==> config.mk <==
export PLATFORM = sky130hd
export DESIGN_NAME = refill_line_writer_flat
export DESIGN_NICKNAME = d
export VERILOG_FILES = /design/src/rtl/refill_line_writer_if.sv /design/src/rtl/refill_line_writer.sv /design/src/flat_wrapper.sv
export SDC_FILE = /design/constraint.sdc
export NUM_CORES = 1
export LEC_CHECK = 0
export CORE_MARGIN = 10
export CORE_UTILIZATION = 51
export CTS_BUF_LIST = sky130_fd_sc_hd__clkbuf_8
export CTS_CLUSTER_SIZE = 25
export DETAILED_ROUTE_END_ITERATION = 8
export PLACE_DENSITY = 0.95
export SYNTH_ARGS = -nofsm -noshare
export SYNTH_HDL_FRONTEND = slang
export SYNTH_SLANG_ARGS = --single-unit
==> constraint.sdc <==
create_clock -name clk -period 5.99 [get_ports clk]
set_clock_uncertainty 0.05 [all_clocks]
set_input_delay 1.198 -clock clk [delete_from_list [all_inputs] [get_ports clk]]
set_output_delay 1.198 -clock clk [all_outputs]
set_load 0.05 [all_outputs]
==> src/rtl/refill_line_writer_if.sv <==
// Refill writer bundle: request, read-burst beats, RAM write port,
// critical-word forward and completion status.
interface refill_line_writer_if #(
  parameter int NUM_COL      = 4,
  parameter int COL_WIDTH    = 8,
  parameter int INDEX_WIDTH  = 8,
  parameter int OFFSET_WIDTH = 2
);
  localparam int W  = NUM_COL * COL_WIDTH;
  localparam int AW = INDEX_WIDTH + OFFSET_WIDTH;

  logic                    req_valid;
  logic                    req_ready;
  logic [INDEX_WIDTH-1:0]  req_index;
  logic [OFFSET_WIDTH-1:0] req_offset;

  logic                    beat_valid;
  logic                    beat_ready;
  logic [W-1:0]            beat_data;
  logic                    beat_last;

  logic [NUM_COL-1:0]      ram_wen;
  logic [AW-1:0]           ram_addr;
  logic [W-1:0]            ram_din;

  logic                    crit_valid;
  logic [W-1:0]            crit_data;
  logic                    done;
  logic                    err;

  modport master (
    output req_valid,
    output req_index,
    output req_offset,
    output beat_valid,
    output beat_data,
    output beat_last,
    input  req_ready,
    input  beat_ready,
    input  ram_wen,
    input  ram_addr,
    input  ram_din,
    input  crit_valid,
    input  crit_data,
    input  done,
    input  err
  );

  modport slave (
    input  req_valid,
    input  req_index,
    input  req_offset,
    input  beat_valid,
    input  beat_data,
    input  beat_last,
    output req_ready,
    output beat_ready,
    output ram_wen,
    output ram_addr,
    output ram_din,
    output crit_valid,
    output crit_data,
    output done,
    output err
  );
endinterface

==> src/rtl/refill_line_writer.sv <==
// Cache line refill writer: critical-word-first burst into the data RAM,
// with critical word forward, done pulse and sticky burst-length error.
module refill_line_writer #(
  parameter int NUM_COL      = 4,
  parameter int COL_WIDTH    = 8,
  parameter int INDEX_WIDTH  = 8,
  parameter int OFFSET_WIDTH = 2
) (
  input  logic                 clk,
  input  logic                 rst,
  refill_line_writer_if.slave  bus
);
  localparam int W  = NUM_COL * COL_WIDTH;
  localparam int AW = INDEX_WIDTH + OFFSET_WIDTH;
  localparam int N  = 2 ** OFFSET_WIDTH;
  localparam int CW = OFFSET_WIDTH + 1;

  localparam logic [CW-1:0] CNT_LAST = CW'(N - 1);

  localparam logic [1:0] S_IDLE  = 2'd0;
  localparam logic [1:0] S_FILL  = 2'd1;
  localparam logic [1:0] S_DRAIN = 2'd2;
  localparam logic [1:0] S_DONE  = 2'd3;

  logic [1:0]              state_q, state_d;
  logic [INDEX_WIDTH-1:0]  idx_q, idx_d;
  logic [OFFSET_WIDTH-1:0] wptr_q, wptr_d;
  logic [CW-1:0]           cnt_q, cnt_d;
  logic [NUM_COL-1:0]      wen_q, wen_d;
  logic [AW-1:0]           addr_q, addr_d;
  logic [W-1:0]            din_q, din_d;
  logic                    critv_q, critv_d;
  logic [W-1:0]            crit_q, crit_d;
  logic                    done_q, done_d;
  logic                    err_q, err_d;

  logic is_idle;
  logic is_fill;
  logic is_drain;
  logic is_done;

  assign is_idle  = (state_q == S_IDLE);
  assign is_fill  = (state_q == S_FILL);
  assign is_drain = (state_q == S_DRAIN);
  assign is_done  = (state_q == S_DONE);

  always_comb begin
    state_d = state_q;
    idx_d   = idx_q;
    wptr_d  = wptr_q;
    cnt_d   = cnt_q;
    wen_d   = '0;
    addr_d  = addr_q;
    din_d   = din_q;
    critv_d = 1'b0;
    crit_d  = crit_q;
    done_d  = 1'b0;
    err_d   = err_q;

    unique case (1'b1)
      is_idle: begin
        if (bus.req_valid) begin
          idx_d   = bus.req_index;
          wptr_d  = bus.req_offset;
          cnt_d   = '0;
          err_d   = 1'b0;
          state_d = S_FILL;
        end
      end
      is_fill: begin
        if (bus.beat_valid) begin
          wen_d  = '1;
          addr_d = {idx_q, wptr_q};
          din_d  = bus.beat_data;
          wptr_d = wptr_q + OFFSET_WIDTH'(1);
          cnt_d  = cnt_q + CW'(1);
          if (cnt_q == '0) begin
            critv_d = 1'b1;
            crit_d  = bus.beat_data;
          end
          if (cnt_q == CNT_LAST) begin
            // Overlong burst: keep the full line, swallow the excess
            if (bus.beat_last) begin
              state_d = S_DONE;
            end else begin
              err_d   = 1'b1;
              state_d = S_DRAIN;
            end
          end else if (bus.beat_last) begin
            err_d   = 1'b1;
            state_d = S_DONE;
          end
        end
      end
      is_drain: begin
        if (bus.beat_valid && bus.beat_last) begin
          state_d = S_DONE;
        end
      end
      is_done: begin
        done_d  = 1'b1;
        state_d = S_IDLE;
      end
      default: begin
        state_d = S_IDLE;
      end
    endcase
  end

  always_ff @(posedge clk or posedge rst) begin
    if (rst) begin
      state_q <= S_IDLE;
      idx_q   <= '0;
      wptr_q  <= '0;
      cnt_q   <= '0;
      wen_q   <= '0;
      addr_q  <= '0;
      din_q   <= '0;
      critv_q <= 1'b0;
      crit_q  <= '0;
      done_q  <= 1'b0;
      err_q   <= 1'b0;
    end else begin
      state_q <= state_d;
      idx_q   <= idx_d;
      wptr_q  <= wptr_d;
      cnt_q   <= cnt_d;
      wen_q   <= wen_d;
      addr_q  <= addr_d;
      din_q   <= din_d;
      critv_q <= critv_d;
      crit_q  <= crit_d;
      done_q  <= done_d;
      err_q   <= err_d;
    end
  end

  assign bus.req_ready  = is_idle;
  assign bus.beat_ready = is_fill | is_drain;
  assign bus.ram_wen    = wen_q;
  assign bus.ram_addr   = addr_q;
  assign bus.ram_din    = din_q;
  assign bus.crit_valid = critv_q;
  assign bus.crit_data  = crit_q;
  assign bus.done       = done_q;
  assign bus.err        = err_q;
endmodule

==> src/flat_wrapper.sv <==
// flat-port wrapper written by rule: the top's interface ports become plain ports
module refill_line_writer_flat 
#(
  parameter int NUM_COL      = 4,
  parameter int COL_WIDTH    = 8,
  parameter int INDEX_WIDTH  = 8,
  parameter int OFFSET_WIDTH = 2
)
  (clk, rst, bus_req_valid, bus_req_index, bus_req_offset, bus_beat_valid, bus_beat_data, bus_beat_last, bus_req_ready, bus_beat_ready, bus_ram_wen, bus_ram_addr, bus_ram_din, bus_crit_valid, bus_crit_data, bus_done, bus_err);
  refill_line_writer_if #(.NUM_COL(NUM_COL), .COL_WIDTH(COL_WIDTH), .INDEX_WIDTH(INDEX_WIDTH), .OFFSET_WIDTH(OFFSET_WIDTH)) bus_i ();
  input  logic clk;
  input  logic rst;
  input wire logic [$bits(bus_i.req_valid)-1:0] bus_req_valid;
  input wire logic [$bits(bus_i.req_index)-1:0] bus_req_index;
  input wire logic [$bits(bus_i.req_offset)-1:0] bus_req_offset;
  input wire logic [$bits(bus_i.beat_valid)-1:0] bus_beat_valid;
  input wire logic [$bits(bus_i.beat_data)-1:0] bus_beat_data;
  input wire logic [$bits(bus_i.beat_last)-1:0] bus_beat_last;
  output wire logic [$bits(bus_i.req_ready)-1:0] bus_req_ready;
  output wire logic [$bits(bus_i.beat_ready)-1:0] bus_beat_ready;
  output wire logic [$bits(bus_i.ram_wen)-1:0] bus_ram_wen;
  output wire logic [$bits(bus_i.ram_addr)-1:0] bus_ram_addr;
  output wire logic [$bits(bus_i.ram_din)-1:0] bus_ram_din;
  output wire logic [$bits(bus_i.crit_valid)-1:0] bus_crit_valid;
  output wire logic [$bits(bus_i.crit_data)-1:0] bus_crit_data;
  output wire logic [$bits(bus_i.done)-1:0] bus_done;
  output wire logic [$bits(bus_i.err)-1:0] bus_err;
  assign bus_i.req_valid = bus_req_valid;
  assign bus_i.req_index = bus_req_index;
  assign bus_i.req_offset = bus_req_offset;
  assign bus_i.beat_valid = bus_beat_valid;
  assign bus_i.beat_data = bus_beat_data;
  assign bus_i.beat_last = bus_beat_last;
  assign bus_req_ready = bus_i.req_ready;
  assign bus_beat_ready = bus_i.beat_ready;
  assign bus_ram_wen = bus_i.ram_wen;
  assign bus_ram_addr = bus_i.ram_addr;
  assign bus_ram_din = bus_i.ram_din;
  assign bus_crit_valid = bus_i.crit_valid;
  assign bus_crit_data = bus_i.crit_data;
  assign bus_done = bus_i.done;
  assign bus_err = bus_i.err;
  refill_line_writer #(.NUM_COL(NUM_COL), .COL_WIDTH(COL_WIDTH), .INDEX_WIDTH(INDEX_WIDTH), .OFFSET_WIDTH(OFFSET_WIDTH)) u_core (.clk(clk), .rst(rst), .bus(bus_i));
endmodule
# == After elaboration in Yosys (flattened, before gate mapping) ==
# Cells that the tools add are included.
# op_classes
multipliers,0
div,0
bitwise_logic,1
reduce_logical,10
n_addsub,2
n_shift,0
n_lt_le_gt_ge,0
n_eq_ne,9
n_mux,25
# op_table
operator,count
2-bit 2-to-1 mux,7
1-bit 2-to-1 mux,10
4-bit 2-to-1 mux,2
3-bit 2-to-1 mux,2
2-bit inequality test (second input constant),3
3-bit inequality test (second input constant),2
2-bit case mux with 3 select lines,1
3-bit case mux with 2 select lines,1
3-bit AND reduction,2
5-bit AND reduction,1
2-bit == test (second input constant),2
2-bit case mux with 2 select lines,1
2-bit AND reduction,2
4-bit AND reduction,1
3-bit by 1-bit adder with 3-bit output (second input constant),1
3-bit by 2-bit == test with 1-bit output (second input constant),1
3-bit zero test,1
2-bit by 1-bit adder with 2-bit output (second input constant),1
2-bit by 1-bit == test with 1-bit output (second input constant),1
2-bit zero test,1
1-bit case mux with 2 select lines,1
2-bit nonzero test,1
1-bit logical AND,1
1-bit bitwise OR,1
# word_totals
mem_count,0
ram_bits,0
wordCells,58
inputBits,47
ff_bits,96
output_inout_bits,83
romBits,0
latchBits,0

# == Depth between registers and ports, before layout ==
# depth
word_depth,4
depth_mapped,7
depth_no_buf,6

# == Least setup slack after synthesis ==
# OpenSTA, ideal clock, no wires.
# synth_timing
path_type,reg-to-output
from,register u_core.state_q[0]
to,output port bus_req_ready
setup_slack_ns,3.723
arrival_ns,1.019
required_time_ns,4.742
path_stages_with_launch,3
path_cell_list,dfrtp_1 inv_1 ha_1
# synth_between
elab_chain_cells,1
# synth_lines
item,line,source
from (decl),refill_line_writer.sv:25,"logic [1:0] state_q, state_d;"
from (signal assigned),refill_line_writer.sv:124,state_q <= state_d;
2-bit zero test,refill_line_writer.sv:42,assign is_idle = (state_q == S_IDLE);
to (decl),flat_wrapper.sv:19,output wire logic [$bits(bus_i.req_ready)-1:0] bus_req_ready;
# Every way passes these cells.

# == Worst setup path in the final report ==
# layout_timing
from,input port bus_beat_valid
to,"register u_core.crit_q[5], in the netlist u_core.bus.crit_data[5]"
# layout_between
elab_chain_cells,1
# layout_lines
item,line,source
from (decl),flat_wrapper.sv:16,input wire logic [$bits(bus_i.beat_valid)-1:0] bus_beat_valid;
3-bit AND reduction (no source line),n/a,
to (signal assigned),refill_line_writer.sv:132,crit_q <= crit_d;
to (decl),refill_line_writer.sv:33,"logic [W-1:0] crit_q, crit_d;"
# Every way passes these cells.
# A chain may end at the register's enable or synchronous reset.

==> impl_metrics.csv <==
group,metric,value,unit
critical_path,start_kind,"input pin",
critical_path,path_cells,"clkdlybuf4s50_1 -> nand2_2 -> clkinv_2 -> nand3_4 -> mux2_4",
synthesis,yosys_warnings,0,
detailed_routing,post_drt_wl_per_cell,17.97,um
clock_network,cts_tree,"built",
placed_design,port-buffer-count,129,
detailed_routing,drc,0,
clock_network,cts_inserted_buffers,9,
global_route,grt_pass1_vias,3140,
final_layout,drive_gt1_frac,0.1373,
synthesis,synth_cells,327,
final_layout,syn_to_final_growth,39.65,%
clock_network,cts_resized,0,
clock_network,cts.reportedPaths.clkPinSlew,0.08,ns
critical_path,cp.arrival,3.52,ns
job,max_cap_violations,0,
critical_path,crit_path_max_fanout,45,
die,chipWidth,106.6,um
synthesis,avgSynthCellArea,11.69,sq um
detailed_routing,top_layer,"met4",
global_route,grt_overflow,0,
sta,max_freq,299.6,MHz
global_route,grt_pass1_wl,16370,um
die,pin_count,130,
sta,rsz0062_at_grt,"false",
critical_path,cp.required,6.17,ns
final_layout,antenna-diode-count,0,
die,core-area,7253,sq um
detailed_routing,wl,10030,um
final_layout,nFillCells,510,
sta,min_period_over_period,0.5573,
global_route,track_usage,0.1812,
status,status,"completed",
detailed_routing,met2_wirelength,5318,um
synthesis,seq_area_frac_synth,0.6090,
clock_network,post_cts_buffers,0,
detailed_routing,drtIter0Drc,103,
die,dieHeight,106.6,um
die,die_area,11360,sq um
synthesis,ys_ff_latch,93,
clock_network,clock-root-buffer,"clkbuf_8",
critical_path,critical_path_buf_inv_count,2,
detailed_routing,wl_met3,677,um
detailed_routing,wl_met1,3884,um
die,placementRows,31,
sta,fin_tns_setup,0,ns
detailed_routing,dr.pass1.iters,4,
clock_network,clock-sinks,93,
global_route,grt_max_degree,51,
synthesis,synth_cell_type_count,30,
critical_path,critical-path-max-stage-delay,0.56,ns
placed_design,place.gp.congestion,0.7893,
final_layout,multi_input_area,1369,sq um
sta,tightest_slew,0.8359,ns
critical_path,setup.worst_path.class,"input pin to register",
placed_design,hpwlAfterDp,7672,um
synthesis,netlist_area,3821,sq um
clock_network,clockBufferDepth,2,
min_path,hold_class,"register to register",
final_layout,regArea,2327,sq um
clock_network,ctsHoldBuffers,0,
global_route,antenna_found_initial,0,
sta,slew_headroom,0.4408,
critical_path,cp_top_family,"simple AND/OR/NAND/NOR gates",
detailed_routing,via_per_inst,4.955,
sta,hold_viol,0,
sta,fin_crit,3.338,ns
sta,setup_viol,0,
synthesis,syn-num-nets,381,
final_layout,nets,508,
sta,finalMaxSlewViolations,0,
clock_network,clkLatencyLatePin,0.35,ns
detailed_routing,vias,2765,
detailed_routing,ant_nets,0,
critical_path,cp-end-kind,"register",
clock_network,h-tree-depth,3,
final_layout,layout_common_cells,"nand2_1 (129), clkdlybuf4s50_1 (129), dfrtp_1 (93), mux2_4 (29), mux2_2 (13)",
critical_path,cp_slowest_cell,"clkdlybuf4s50_1",
die,initial_core_util,0.5268,
-- Yosys cell counts --
master / instances / area [sq um]
a211oi_1: 1 / 7.510
a21boi_0: 1 / 7.510
a21oi_1: 2 / 10.01
a22o_1: 1 / 8.760
a2bb2oi_1: 1 / 8.760
a31oi_1: 1 / 6.260
a32oi_1: 1 / 8.760
and2_1: 1 / 6.260
buf_1: 1 / 3.750
buf_4: 3 / 22.52
buf_6: 3 / 33.78
clkbuf_1: 8 / 30.03
clkinv_2: 1 / 5.000
dfrtp_1: 93 / 2327
ha_1: 7 / 87.58
inv_1: 8 / 30.03
mux2_2: 13 / 146.4
mux2_4: 29 / 435.4
nand2_1: 129 / 484.2
nand2_2: 1 / 6.260
nand2b_1: 4 / 25.02
nand3_1: 1 / 5.000
nand3_4: 1 / 17.52
nor2_1: 3 / 11.26
nor2b_1: 1 / 6.260
o211ai_1: 1 / 7.510
o21ai_0: 6 / 30.03
o221ai_1: 1 / 8.760
o22a_1: 3 / 26.28
o31ai_1: 1 / 7.510
-- worst paths after layout --
path,cells after the start,from,endpoint,slack [ns]
worst max-delay path,5,bus_beat_valid,u_core.bus.crit_data[5]$_DFFE_PP0P_,2.65
worst min-delay path,2,u_core.idx_q[7]$_DFFE_PP0P_,u_core.bus.ram_addr[9]$_DFFE_PP0P_,0.42
worst max register to register,6,u_core.state_q[1]$_DFFE_PP0P_,u_core.bus.crit_data[5]$_DFFE_PP0P_,2.95
worst min register to register,2,u_core.idx_q[7]$_DFFE_PP0P_,u_core.bus.ram_addr[9]$_DFFE_PP0P_,0.42
max in group asynchronous,3,rst,u_core.bus.ram_din[12]$_DFFE_PP0P_,3.59
min in group asynchronous,2,rst,u_core.bus.crit_data[3]$_DFFE_PP0P_,1.23
-- per-stage QoR --
stage	hold WS, ns	instances	instance area [sq um]	utilization	setup WS, ns
floorplan	0.3831	327	3821	-	2.322
global placement	0.3911	542	5162	0.7117	2.337
detailed placement	0.3993	542	5162	0.7117	2.266
CTS	0.4238	558	5336	0.7357	2.644
global route	0.4583	558	5336	0.7357	2.500
finish	0.4204	558	5336	0.7357	2.652
-- cell type report --
cell class / instances / share of cell area
flip-flops and latches: 93 / 0.4361
multi-input cells: 210 / 0.2565
repair buffers: 131 / 0.2448
clock buffers: 9 / 0.02321
well taps: 99 / 0.02321
clock inverters: 7 / 0.009379
inverters: 9 / 0.006800
-- worst min-delay path, stage by stage (launching register included) --
cell	delay, ns
dfrtp_1	0.35
nand2_1	0.05
nand2_1	0.05
-- layer usage --
metal | vias up | GRT usage
met5 | - | 0
met4 | 0 | 0.06190
met3 | 13 | 0.06461
met2 | 97 | 0.3257
met1 | 1351 | 0.1915
li1 | 1304 | -
-- state kept, by name, summed over array words and instances, names as in the netlist --
name / count
u_core.bus.crit_data: 32
u_core.bus.crit_valid: 1
u_core.bus.done: 1
u_core.bus.err: 1
u_core.bus.ram_addr: 10
u_core.bus.ram_din: 32
u_core.bus.ram_wen: 1
u_core.cnt_q: 3
u_core.idx_q: 8
u_core.state_q: 2
u_core.wptr_q: 2
-- cell families (layout without fill, tap and decap cells) --
group	Yosys count	in the layout	share of synthesized area
multiplexers	42	42	0.1523
buffers and inverters	24	156	0.03274
AND/OR/NAND/NOR	141	141	0.1470
adder cells (fa/ha/maj)	7	7	0.02292
flip-flops	93	93	0.6090
AO/OA/AOI/OAI	20	20	0.03603
Power is left out: the tool's default activity adds up to more than one toggle a clock period on the data nets, which glitch-free logic cannot reach.
